$ cat config.mk
export PLATFORM = sky130hd
export DESIGN_NAME = fetch_sequencer_flat
export DESIGN_NICKNAME = d
export VERILOG_FILES = /design/src/rtl/fetch_sequencer_pkg.sv /design/src/rtl/fetch_sequencer_if.sv /design/src/rtl/fetch_sequencer_ret_stack.sv /design/src/rtl/fetch_sequencer.sv /design/src/flat_wrapper.sv
export SDC_FILE = /design/constraint.sdc
export NUM_CORES = 1
export LEC_CHECK = 0
export CAP_MARGIN = 20
export CELL_PAD_IN_SITES_DETAIL_PLACEMENT = 1
export CELL_PAD_IN_SITES_GLOBAL_PLACEMENT = 1
export CORE_ASPECT_RATIO = 1.1
export CORE_UTILIZATION = 46
export DETAILED_ROUTE_END_ITERATION = 16
export MAX_ROUTING_LAYER = met4
export PLACE_DENSITY_LB_ADDON = 0.1
export SLEW_MARGIN = 20
export SYNTH_ARGS = -nofsm -noshare
export SYNTH_HDL_FRONTEND = slang
export SYNTH_SLANG_ARGS = --single-unit
$ cat constraint.sdc
create_clock -name clk_i -period 4 [get_ports clk_i]
set_input_delay 0.8 -clock clk_i [delete_from_list [all_inputs] [get_ports clk_i]]
set_output_delay 0.8 -clock clk_i [all_outputs]
set_load 0.1 [all_outputs]
$ cat src/rtl/fetch_sequencer_pkg.sv
// fetch_sequencer_pkg: shared PC width, pc_op/cond/fetch-state enums and branch-condition helper
package fetch_sequencer_pkg;
  localparam int PC_W = 12;
  typedef enum logic [2:0] {OP_NEXT, OP_BRANCH, OP_JMP, OP_JSR, OP_RET, OP_RETI, OP_INT} pc_op_e;
  typedef enum logic [1:0] {CND_Z, CND_NZ, CND_C, CND_NC} cond_e;
  typedef enum logic {ST_IDLE, ST_FETCH} fetch_state_e;
  function automatic logic cond_met(input logic [1:0] cond, input logic z, input logic c);
    return cond[1] ? (c ^ cond[0]) : (z ^ cond[0]);
  endfunction
endpackage

$ cat src/rtl/fetch_sequencer_if.sv
// fetch_sequencer_if: instruction bus (cyc/stb/adr from master, ack from slave)
interface fetch_sequencer_if;
  import fetch_sequencer_pkg::*;
  logic cyc;
  logic stb;
  logic ack;
  logic [PC_W-1:0] adr;
  modport master (output cyc, stb, adr, input ack);
  modport slave (input cyc, stb, adr, output ack);
endinterface

$ cat src/rtl/fetch_sequencer_ret_stack.sv
// fetch_sequencer_ret_stack: LIFO return stack; push_i/pop_i/data_i in, top_o/full_o/empty_o out
module fetch_sequencer_ret_stack #(
  parameter int DEPTH = 8,
  parameter int W = 12
) (
  input  logic         clk_i,
  input  logic         rst_ni,
  input  logic         push_i,
  input  logic         pop_i,
  input  logic [W-1:0] data_i,
  output logic [W-1:0] top_o,
  output logic         full_o,
  output logic         empty_o
);
  localparam int AW = $clog2(DEPTH);
  logic [AW:0] sp_q, sp_d, top_idx;
  logic [W-1:0] mem_q [DEPTH];
  logic [W-1:0] mem_d [DEPTH];
  assign full_o = sp_q == (AW+1)'(DEPTH);
  assign empty_o = sp_q == '0;
  assign top_idx = sp_q - (AW+1)'(1);
  assign top_o = mem_q[top_idx[AW-1:0]];
  always_comb begin
    mem_d = mem_q;
    if (push_i && !full_o) mem_d[sp_q[AW-1:0]] = data_i;
    sp_d = (push_i && !full_o) ? sp_q + (AW+1)'(1) : (pop_i && !empty_o) ? top_idx : sp_q;
  end
  always_ff @(posedge clk_i or negedge rst_ni) begin
    if (!rst_ni) begin
      sp_q <= '0;
      mem_q <= '{default: '0};
    end else begin
      sp_q <= sp_d;
      mem_q <= mem_d;
    end
  end
endmodule

$ cat src/rtl/fetch_sequencer.sv
// fetch_sequencer: PC + fetch FSM; clk_i/rst_ni/cen_i, pc_op/cond control, flags, irq, inst bus via fetch_sequencer_if, isr/stack status out
module fetch_sequencer
  import fetch_sequencer_pkg::*;
#(
  parameter int              STACK_DEPTH  = 8,
  parameter logic [PC_W-1:0] RESET_VECTOR = PC_W'(0),
  parameter logic [PC_W-1:0] INT_VECTOR   = PC_W'(1)
) (
  input  logic            clk_i,
  input  logic            rst_ni,
  input  logic            cen_i,
  input  logic            fetch_c,
  input  logic            pc_upd_c,
  input  logic [2:0]      pc_op_c,
  input  logic [1:0]      cond_c,
  input  logic [7:0]      disp_i,
  input  logic [PC_W-1:0] addr_i,
  input  logic            ccZ_i,
  input  logic            ccC_i,
  input  logic            int_req_i,
  fetch_sequencer_if.master bus,
  output logic            int_pend_o,
  output logic            int_ack_o,
  output logic            intz_o,
  output logic            intc_o,
  output logic            in_isr_o,
  output logic            stk_ovf_o,
  output logic            stk_unf_o,
  output logic            busy_o
);
  fetch_state_e state_q, state_d;
  logic [PC_W-1:0] pc_q, pc_d, int_pc_q, int_pc_d, pc_inc, br_tgt, pc_nxt, stk_top;
  logic cyc_q, cyc_d, in_isr_q, in_isr_d, intz_q, intz_d, intc_q, intc_d;
  logic int_ack_q, int_ack_d, ovf_q, ovf_d, unf_q, unf_d;
  logic upd, int_take, stk_full, stk_empty;
  assign pc_inc = pc_q + PC_W'(1);
  assign br_tgt = pc_inc + PC_W'($signed(disp_i));
  assign upd = state_q == ST_IDLE && pc_upd_c;
  assign int_pend_o = rst_ni && int_req_i && !in_isr_q;
  assign int_take = upd && pc_op_c == OP_INT && int_pend_o;
  fetch_sequencer_ret_stack #(.DEPTH(STACK_DEPTH), .W(PC_W)) u_stack (
    .clk_i   (clk_i),
    .rst_ni  (rst_ni),
    .push_i  (cen_i && upd && pc_op_c == OP_JSR),
    .pop_i   (cen_i && upd && pc_op_c == OP_RET),
    .data_i  (pc_inc),
    .top_o   (stk_top),
    .full_o  (stk_full),
    .empty_o (stk_empty)
  );
  always_comb begin
    case (pc_op_c)
      OP_BRANCH:      pc_nxt = cond_met(cond_c, ccZ_i, ccC_i) ? br_tgt : pc_inc;
      OP_JMP, OP_JSR: pc_nxt = addr_i;
      OP_RET:         pc_nxt = stk_empty ? pc_inc : stk_top;
      OP_RETI:        pc_nxt = in_isr_q ? int_pc_q : pc_inc;
      OP_INT:         pc_nxt = int_pend_o ? INT_VECTOR : pc_inc;
      default:        pc_nxt = pc_inc;
    endcase
  end
  always_comb begin
    state_d = state_q == ST_IDLE ? (fetch_c ? ST_FETCH : ST_IDLE) : (bus.ack ? ST_IDLE : ST_FETCH);
    cyc_d = state_d == ST_FETCH;
    pc_d = upd ? pc_nxt : pc_q;
    in_isr_d = int_take || (in_isr_q && !(upd && pc_op_c == OP_RETI));
    int_pc_d = int_take ? pc_inc : int_pc_q;
    intz_d = int_take ? ccZ_i : intz_q;
    intc_d = int_take ? ccC_i : intc_q;
    int_ack_d = int_take;
    ovf_d = ovf_q || (upd && pc_op_c == OP_JSR && stk_full);
    unf_d = unf_q || (upd && pc_op_c == OP_RET && stk_empty);
  end
  always_ff @(posedge clk_i or negedge rst_ni) begin
    if (!rst_ni) begin
      state_q <= ST_IDLE;
      cyc_q <= 1'b0;
      pc_q <= RESET_VECTOR;
      in_isr_q <= 1'b0;
      int_pc_q <= '0;
      intz_q <= 1'b0;
      intc_q <= 1'b0;
      int_ack_q <= 1'b0;
      ovf_q <= 1'b0;
      unf_q <= 1'b0;
    end else if (cen_i) begin
      state_q <= state_d;
      cyc_q <= cyc_d;
      pc_q <= pc_d;
      in_isr_q <= in_isr_d;
      int_pc_q <= int_pc_d;
      intz_q <= intz_d;
      intc_q <= intc_d;
      int_ack_q <= int_ack_d;
      ovf_q <= ovf_d;
      unf_q <= unf_d;
    end
  end
  assign bus.cyc = cyc_q;
  assign bus.stb = cyc_q;
  assign bus.adr = pc_q;
  assign busy_o = cyc_q;
  assign int_ack_o = int_ack_q;
  assign intz_o = intz_q;
  assign intc_o = intc_q;
  assign in_isr_o = in_isr_q;
  assign stk_ovf_o = ovf_q;
  assign stk_unf_o = unf_q;
endmodule

$ cat src/flat_wrapper.sv
// flat-port wrapper written by rule: the top's interface ports become plain ports
module fetch_sequencer_flat import fetch_sequencer_pkg::*;
#(
  parameter int              STACK_DEPTH  = 8,
  parameter logic [PC_W-1:0] RESET_VECTOR = PC_W'(0),
  parameter logic [PC_W-1:0] INT_VECTOR   = PC_W'(1)
)
  (clk_i, rst_ni, cen_i, fetch_c, pc_upd_c, pc_op_c, cond_c, disp_i, addr_i, ccZ_i, ccC_i, int_req_i, int_pend_o, int_ack_o, intz_o, intc_o, in_isr_o, stk_ovf_o, stk_unf_o, busy_o, bus_cyc, bus_stb, bus_adr, bus_ack);
  fetch_sequencer_if bus_i ();
  input  logic clk_i;
  input  logic rst_ni;
  input  logic cen_i;
  input  logic fetch_c;
  input  logic pc_upd_c;
  input  logic [2:0] pc_op_c;
  input  logic [1:0] cond_c;
  input  logic [7:0] disp_i;
  input  logic [PC_W-1:0] addr_i;
  input  logic ccZ_i;
  input  logic ccC_i;
  input  logic int_req_i;
  output logic int_pend_o;
  output logic int_ack_o;
  output logic intz_o;
  output logic intc_o;
  output logic in_isr_o;
  output logic stk_ovf_o;
  output logic stk_unf_o;
  output logic busy_o;
  output wire logic [$bits(bus_i.cyc)-1:0] bus_cyc;
  output wire logic [$bits(bus_i.stb)-1:0] bus_stb;
  output wire logic [$bits(bus_i.adr)-1:0] bus_adr;
  input wire logic [$bits(bus_i.ack)-1:0] bus_ack;
  assign bus_cyc = bus_i.cyc;
  assign bus_stb = bus_i.stb;
  assign bus_adr = bus_i.adr;
  assign bus_i.ack = bus_ack;
  fetch_sequencer #(.STACK_DEPTH(STACK_DEPTH), .RESET_VECTOR(RESET_VECTOR), .INT_VECTOR(INT_VECTOR)) u_core (.clk_i(clk_i), .rst_ni(rst_ni), .cen_i(cen_i), .fetch_c(fetch_c), .pc_upd_c(pc_upd_c), .pc_op_c(pc_op_c), .cond_c(cond_c), .disp_i(disp_i), .addr_i(addr_i), .ccZ_i(ccZ_i), .ccC_i(ccC_i), .int_req_i(int_req_i), .bus(bus_i), .int_pend_o(int_pend_o), .int_ack_o(int_ack_o), .intz_o(intz_o), .intc_o(intc_o), .in_isr_o(in_isr_o), .stk_ovf_o(stk_ovf_o), .stk_unf_o(stk_unf_o), .busy_o(busy_o));
endmodule
# Word-level counts from Yosys, hierarchy flattened
# Cells that the tools add are included.
[word_totals]
ff_bits = 131
wordCells = 83
input_bits = 34
[op_classes]
magnitude_cmp = 3
addsub = 4
eq_ne = 7
muxes = 17
bitwise_logic = 5
n_reduce_logical = 29
[op_table]
columns = ["operator", "count"]
rows = [
  ["96-bit bitwise mux", 1],
  ["12-bit 2-to-1 mux", 7],
  ["12-bit case mux with 5 select lines", 1],
  ["12-bit binary-select mux with 3-bit select", 1],
  ["12-bit demux with 3-bit select", 1],
  ["1-bit logical AND", 17],
  ["12-bit by 1-bit adder with 12-bit output (second input constant)", 1],
  ["12-bit adder", 1],
  ["3-bit equality test (second input constant)", 3],
  ["4-bit >= comparator (second input constant)", 2],
  ["4-bit 2-to-1 mux", 2],
  ["3-bit NOT with 4-bit output", 2],
  ["3-bit by 2-bit equality test with 1-bit output (second input constant)", 2],
  ["4-bit by 1-bit adder with 4-bit output (second input constant)", 1],
  ["4-bit equality test (second input constant)", 1],
  ["1-bit logical NOT", 4],
  ["4-bit logical NOT", 1],
  ["4-bit by 1-bit less-than comparator with 1-bit output (second input constant)", 1],
  ["1-bit 2-to-1 mux", 4],
  ["2-bit AND reduction", 2],
  ["4-bit by 1-bit subtractor with 4-bit output (second input constant)", 1],
  ["3-bit by 1-bit equality test with 1-bit output (second input constant)", 1],
  ["1-bit logical OR", 3],
  ["2-bit nonzero test", 1],
  ["3 further kinds", 4],
]

# Longest topological paths before layout
# Gate-level depths: netlist of the first run.
[depth]
depth_word = 7
mapped_depth = 14
depth_no_buf = 12

# Hierarchy
# A second synthesis of the first run with hierarchy kept.
[hier_totals]
cells_unflattened = 614
area_unflattened_um2 = 7084.3
[by_module_without_submodules]
columns = ["module", "cells_each", "instances", "area_per_inst_um2", "seq_area_each_um2"]
rows = [
  ["fetch_sequencer_ret_stack", 324, 1, 4675.7, 2502.4],
  ["fetch_sequencer", 290, 1, 2408.6, 775.7],
]

# Worst setup path before layout of the first run
# Ideal clock, no wire load.
[synth_path]
path_type = "reg-to-reg"
start = "register u_core.pc_q[2], in the netlist u_core.bus.adr[2]"
end = "register u_core.pc_q[11], in the netlist u_core.bus.adr[11]"
setup_slack_ns = 0.261
synth_period_minus_slack_ns = 3.739
setup_time_ns = 0.087
stages_incl_launch_ff = 15
t_required_ns = 3.913
arrival_time_ns = 3.652
cell_sequence = "dfrtp_1 buf_4 nand3_2 nor3_1 xnor2_1 clkbuf_1 inv_1 ha_1 clkbuf_1 nand2_1 o21ai_0 o21a_1 o21ai_0 or4b_1 o211ai_1"
[synth_between]
elab_chain_cells = 4
[synth_lines]
columns = ["element", "line_no", "rtl"]
rows = [
  ["from (decl)", "fetch_sequencer.sv:32", "logic [PC_W-1:0] pc_q, pc_d, int_pc_q, int_pc_d, pc_inc, br_tgt, pc_nxt, stk_top;"],
  ["from (signal assigned)", "fetch_sequencer.sv:88", "pc_q <= pc_d;"],
  ["12-bit by 1-bit adder with 12-bit output", "fetch_sequencer.sv:36", "assign pc_inc = pc_q + PC_W'(1);"],
  ["via u_core.pc_inc[9]", "fetch_sequencer.sv:32", ""],
  ["12-bit adder", "fetch_sequencer.sv:37", "assign br_tgt = pc_inc + PC_W'($signed(disp_i));"],
  ["12-bit 2-to-1 mux", "fetch_sequencer.sv:53", "OP_BRANCH: pc_nxt = cond_met(cond_c, ccZ_i, ccC_i) ? br_tgt : pc_inc;"],
  ["12-bit case mux with 5 select lines", "fetch_sequencer.sv:52", "case (pc_op_c)"],
]
# The timed path passes the listed nets, and every way through them passes these cells.
# A chain may end at the register's enable or synchronous reset.

# Worst setup path in the final report of the first run
[layout_path]
start = "register u_core.pc_q[0], in the netlist u_core.bus.adr[0]"
end = "register u_core.pc_q[11], in the netlist u_core.bus.adr[11]"
# Same word-level chain as after synthesis.

==> metrics.csv, run 1 <==
stage,metric,value,unit
timing,drv_slew,0,
placed_design,dp_hpwl,15460,microns
floorplanning,dieArea,0.01597,sq mm
timing,rsz0062_at_grt,no,
timing,timing.hold.ws,0.2049,ns
synth,synthFlopType,dfrtp_1,
timing,finClkSkew,0.008433,ns
finish,final_common_cell,nand2_1,
clocking,cts_tree,built,
floorplanning,core,0.01505,sq mm
clocking,cts_resized,0,
synth,syn-cell-area,0.007113,sq mm
synth,yosysTopAreaCell,dfrtp_1,
worst_setup_path,cp_max_fo,15,
timing,setup-tns-final,0,ns
route,drc,0,
global_routing,grt_pass1_wl,35820,microns
timing,fin_crit_sh,0.9124,
synth,ys_ff_latch,131,
worst_setup_path,end_kind,register,
clocking,post_cts.repair.setup_buffers,0,
route,wl_per_cell,22.14,microns
finish,fill_cells,1664,
clocking,cts.sink_count,131,
floorplanning,start_util,0.4725,
finish,layout_common_cells,"nand2_1, dfrtp_1, o21ai_0",
worst_hold_path,hold_class,in2async,
route,vias,5915,
finish,finalNetCount,837,
run,max_cap_violations,0,
clocking,postCtsHoldBufs,0,
global_routing,antenna_found_initial,0,
placed_design,port_buffers,55,
timing,relSlewSlack,0.2974,
synth,synth-async-reset-ratio,1.000,
floorplanning,rows,47,
worst_setup_path,critPathArrivalTime,3.98,ns
finish,register_area,0.003278,sq mm
synth,synth_cell_types,66,
pwr,peakVddDrop,0.0003510,V
status,outcome,finished clean,
synth,syn_nets,794,
global_routing,grt_pass1_vias,6511,
synth,ys_top_cells_by_area,"dfrtp_1, o21ai_0, nand2_1",
route,via_per_inst,5.945,
route,routed_wl,22030,microns
synth,ys.warnings.count,0,
synth,syn_inst,743,
finish,syn_to_final_growth,18.75,%
global_routing,grt_max_degree,64,
pwr,p_per_area,750.0,mW/mm^2
timing,fmax,274.0,MHz
global_routing,grt_remaining_overflow,0,
synth,yosysSeqAreaShare,0.4609,
clocking,root_buffer,clkbuf_16,
clocking,numCtsBuffers,17,
pwr,leakage,3.701,nW
worst_setup_path,crit_type,reg2reg,
synth,syn_area_per_cell,9.573,sq um
clocking,clockBufferDepth,2,
timing,worst_pin_slew,1.046,ns
clocking,h-tree-depth,4,
floorplanning,ios,56,
timing,finalCriticalPeriod,3.649,ns
finish,multiInputGateArea,0.003511,sq mm
worst_setup_path,required,4.33,ns
clocking,path_clk_slew,0.06,ns
timing,finalSetupViolCount,0,
placed_design,place_congestion,0.9147,
clocking,clk_latency,0.42,ns
worst_setup_path,start_kind,register,
finish,drive_above_1_share,0.1126,
synth,synth_edf_count,0,
global_routing,grt.total_usage,0.3079,
route,drt_iter0_drc,312,
route,dr.pass1.iters,4,
floorplanning,die_w,120.6,microns
finish,diodes,0,
floorplanning,die_y,132.4,microns
route,ant_nets,0,
synth,synth.top_cell.area_share,0.4609,
timing,hold_violations,0,
[synthesized netlist by cell type, drive strengths merged, types with 4 or more instances]
library cell and instances:
nand2 148, dfrtp 131, o21ai 130, clkbuf 35, nor2 32, a21oi 27, mux4 24, inv 21
buf 19, nand3 18, ha 16, mux2i 16, xnor2 15, nor3 8, nor2b 7, o221ai 7
o211ai 6, a211oi 5, a21o 5, a221oi 5, a31oi 5, xor2 5, and3 4, nand2b 4
nand4 4
[final timing paths]
check | slack, ns | cells after the start | end | startpoint
min in group clk_i | 0.46 | 1 | u_core.stk_ovf_o | u_core.stk_ovf_o
hold / removal | 0.20 | 1 | u_core.bus.cyc | rst_ni
setup / recovery | 0.35 | 12 | u_core.bus.adr[11] | u_core.bus.adr[0]
setup reg to reg | 0.35 | 12 | u_core.bus.adr[11] | u_core.bus.adr[0]
max in group asynchronous | 2.73 | 2 | u_core.u_stack.mem_q[49] | rst_ni
hold reg to reg | 0.46 | 1 | u_core.stk_ovf_o | u_core.stk_ovf_o
[flip-flops by register name, indices dropped and copies added, names as in the netlist]
register and flops:
u_core.int_ack_o 1, u_core.stk_unf_o 1, u_core.int_pc_q 12, u_core.u_stack.mem_q 96, u_core.bus.cyc 1, u_core.bus.adr 12
u_core.intz_o 1, u_core.stk_ovf_o 1, u_core.u_stack.sp_q 4, u_core.in_isr_o 1, u_core.intc_o 1
[per-layer routing]
metal	wire length, microns	part of all wire	vias up	GRT usage
li1	-	-	2721	-
met1	9398	0.43	3025	0.3842
met2	11310	0.51	139	0.5105
met3	870	0.040	30	0.04871
met4	449	0.020	0	0.1022
met5	0	0	-	-
[critical path, stage by stage (launching register included)]
cell	delay (ns)
dfrtp_1	0.36
buf_4	0.24
nand3_2	0.21
nor3_1	0.37
xnor2_1	0.47
inv_1	0.17
ha_1	0.48
nand2_1	0.10
o21ai_0	0.29
o21a_1	0.16
o21ai_0	0.09
or4b_1	0.52
o211ai_1	0.10
[report_power, final]
group | internal (mW) | switching [mW] | leakage (nW)
clock | 1.01 | 0.625 | 0.303
combinational | 0.963 | 1.94 | 1.62
sequential | 1.56 | 0.247 | 1.78
[cells by family (layout without fill, tap and decap cells)]
kind of cell               count (synthesis)  count (layout)  share of synthesized area
muxes                                     41              41                     0.1027
adders and majority gates                 17              17                    0.03096
xor gates and xnor gates                  20              20                    0.02568
buffers and inverters                     75             131                    0.04661
AOI/OAI and AO/OA                        213             213                     0.1747
and+or+nand+nor                          246             246                     0.1585
DFF                                      131             131                     0.4609
[through the flow]
step	utilization	instances	total power, mW	cell area [sq um]	setup slack (ns)
detailed placement	0.5197	963	4.680	7824	0.3972
CTS	0.5606	995	6.348	8439	0.4504
finish	0.5611	995	6.335	8447	0.3506
global route	0.5611	995	6.643	8447	0.04183
floorplan	-	743	3.825	7113	0.2610
global placement	0.5197	963	4.612	7824	0.3972
[area by class of cell]
class	count	share of cell area
Multi-Input combinational cell	537	0.4156
Sequential cell	131	0.3881
Timing Repair Buffer	78	0.08502
Clock buffer	18	0.05199
Tap cell	196	0.02903
Clock inverter	14	0.02089
Inverter	21	0.009332
Note: power is estimated with default switching activity, not from simulation.
==> run 2, diff against run 1 <==
--- a/config.mk
+++ b/config.mk
@@ -13,7 +13,6 @@
 export DETAILED_ROUTE_END_ITERATION = 16
 export MAX_ROUTING_LAYER = met4
 export PLACE_DENSITY_LB_ADDON = 0.1
-export SLEW_MARGIN = 20
 export SYNTH_ARGS = -nofsm -noshare
 export SYNTH_HDL_FRONTEND = slang
 export SYNTH_SLANG_ARGS = --single-unit
==> run 2 against run 1 <==
  * Routed wire length down 0.20%
  * Critical path type unchanged
  * Critical path depth unchanged
  * Sequential power is essentially flat
  * Critical endpoint unchanged
==> metrics.csv, run 2 (same netlist as run 1, synthesis figures left out) <==
stage,metric,value,unit
pwr,leakage,3.699,nW
finish,finalNetCount,838,
floorplanning,dieArea,0.01597,sq mm
finish,layout_common_cells,"nand2_1, dfrtp_1, o21ai_0",
clocking,clk_latency,0.42,ns
finish,largest-register,u_core.u_stack.mem_q,
route,wl_per_cell,22.07,microns
timing,setup-tns-final,0,ns
floorplanning,ios,56,
worst_setup_path,critPathArrivalTime,3.99,ns
pwr,p_per_area,748.9,mW/mm^2
finish,diodes,0,
pwr,p_sw,2.798,mW
pwr,sw_frac_of_total,0.4424,
worst_setup_path,end_kind,register,
pwr,pwr-share-clk,0.258,
timing,finClkSkew,0.009079,ns
clocking,cts.sink_count,131,
timing,relSlewSlack,0.3085,
floorplanning,start_util,0.4725,
finish,drive_above_1_share,0.1125,
route,dr.pass1.iters,4,
finish,final_common_cell,nand2_1,
placed_design,preCtsSetupSlack,0.3972,ns
worst_setup_path,crit_cells,12,
clocking,cts_resized,0,
worst_setup_path,slowest_stage,or4b_1,
floorplanning,core,0.01505,sq mm
worst_setup_path,max_stage_delay,0.52,ns
pwr,peakVddDrop,0.0003450,V
finish,largest_register_ffs,96,
timing,worst_pin_slew,1.030,ns
placed_design,dp_hpwl,15460,microns
placed_design,place_congestion,0.9147,
timing,finalCriticalPeriod,3.659,ns
run,max_cap_violations,0,
worst_setup_path,crit_family,simple AND/OR/NAND/NOR gates,
global_routing,grt_pass1_wl,35820,microns
pwr,pwr-share-seq,0.285,
route,via_per_inst,5.947,
timing,drv_slew,0,
pwr,comb_power_share,0.457,
global_routing,grt_remaining_overflow,0,
worst_setup_path,path_common_cell,o21ai_0,
worst_setup_path,timing.rr.end,u_core.bus.adr[11],
worst_setup_path,cp_max_fo,15,
worst_hold_path,hold_class,in2async,
clocking,path_clk_slew,0.06,ns
global_routing,grt_max_degree,64,
floorplanning,die_y,132.4,microns
floorplanning,rows,47,
worst_setup_path,reg2reg_slack,0.34,ns
clocking,h-tree-depth,4,
finish,fin_cells,996,
timing,finalSetupViolCount,0,
global_routing,grt.total_usage,0.3079,
route,vias,5923,
clocking,post_cts.repair.setup_buffers,0,
clocking,root_buffer,clkbuf_16,
route,ant_nets,0,
timing,fmax,273.3,MHz
worst_setup_path,crit_type,reg2reg,
placed_design,port_buffers,55,
worst_setup_path,required,4.33,ns
worst_setup_path,start_kind,register,
floorplanning,die_w,120.6,microns
worst_setup_path,critPathBufInv,2,
status,outcome,finished clean,
worst_setup_path,rr_worst_depth,12,
timing,rsz0062_at_grt,no,
route,routed_wl,21980,microns
clocking,cts_tree,built,
timing,worst_slack,0.3415,ns
route,drt_iter0_drc,301,
worst_setup_path,timing.rr.start,u_core.bus.adr[0],
pwr,p_int,3.528,mW
global_routing,grt_pass1_vias,6511,
timing,fin_crit_sh,0.9146,
worst_setup_path,path_cells,buf_4 > nand3_2 > nor3_1 > xnor2_1 > inv_1 > ha_1 > nand2_1 > o21ai_0 > o21a_1 > o21ai_0 > or4b_1 > o211ai_1,
global_routing,antenna_found_initial,0,
route,drc,0,
clocking,numCtsBuffers,17,
clocking,clockBufferDepth,2,
placed_design,dp.cells,963,
timing,hold_violations,0,
clocking,postCtsHoldBufs,0,
finish,syn_to_final_growth,18.75,%
## run 2: worst max path at each step
stage | start | endpoint
6_report | u_core.bus.adr[0] | u_core.bus.adr[11]
4_1_cts | u_core.bus.adr[0] | u_core.bus.adr[11]
5_1_grt | u_core.bus.adr[0] | u_core.bus.adr[11]
3_5_place_dp | pc_op_c[0] | u_core.bus.adr[10]
3_3_place_gp | pc_op_c[0] | u_core.bus.adr[10]
2_1_floorplan | u_core.bus.adr[2] | u_core.bus.adr[11]
## run 2: per-layer routing
layer,global-route usage,vias up,part of all wire
li1,-,2724,-
met1,0.3842,3022,0.42
met2,0.5105,147,0.51
met3,0.04871,30,0.045
met4,0.1022,0,0.020
met5,-,-,0
## run 2: area by class of cell
class                           count  area (sq um)
Fill cell                        1665          6608
Multi-Input combinational cell    537          3503
Sequential cell                   131          3278
Timing Repair Buffer               79         725.7
Clock buffer                       18         439.2
Tap cell                          196         245.2
Clock inverter                     14         176.4
Inverter                           21         78.83
## run 2: stage by stage
stage / total power, mW / hold slack (ns) / instance area (sq um) / utilization
final: 6.326 / 0.2049 / 8447 / 0.5611
after global routing: 6.646 / 0.1969 / 8447 / 0.5611
after CTS: 6.348 / 0.1945 / 8439 / 0.5606
after detailed placement: 4.680 / 0.4539 / 7824 / 0.5197
after global placement: 4.612 / 0.4417 / 7824 / 0.5197
after floorplan: 3.825 / 0.4416 / 7113 / -
## run 2: worst reg2reg max path: stages (launching register included)
cell,delay [ns]
dfrtp_1,0.36
buf_4,0.24
nand3_2,0.21
nor3_1,0.38
xnor2_1,0.47
inv_1,0.16
ha_1,0.47
nand2_1,0.10
o21ai_0,0.31
o21a_1,0.16
o21ai_0,0.09
or4b_1,0.52
o211ai_1,0.10
## run 2: power groups by stage
stage / clock network [mW] / registers, mW / logic, mW
after floorplan: 0 / 2.19 / 1.63
after global routing: 1.70 / 1.83 / 3.11
after CTS: 1.66 / 1.80 / 2.90
final: 1.63 / 1.80 / 2.89
after global placement: 0 / 1.79 / 2.82
after detailed placement: 0 / 1.82 / 2.86
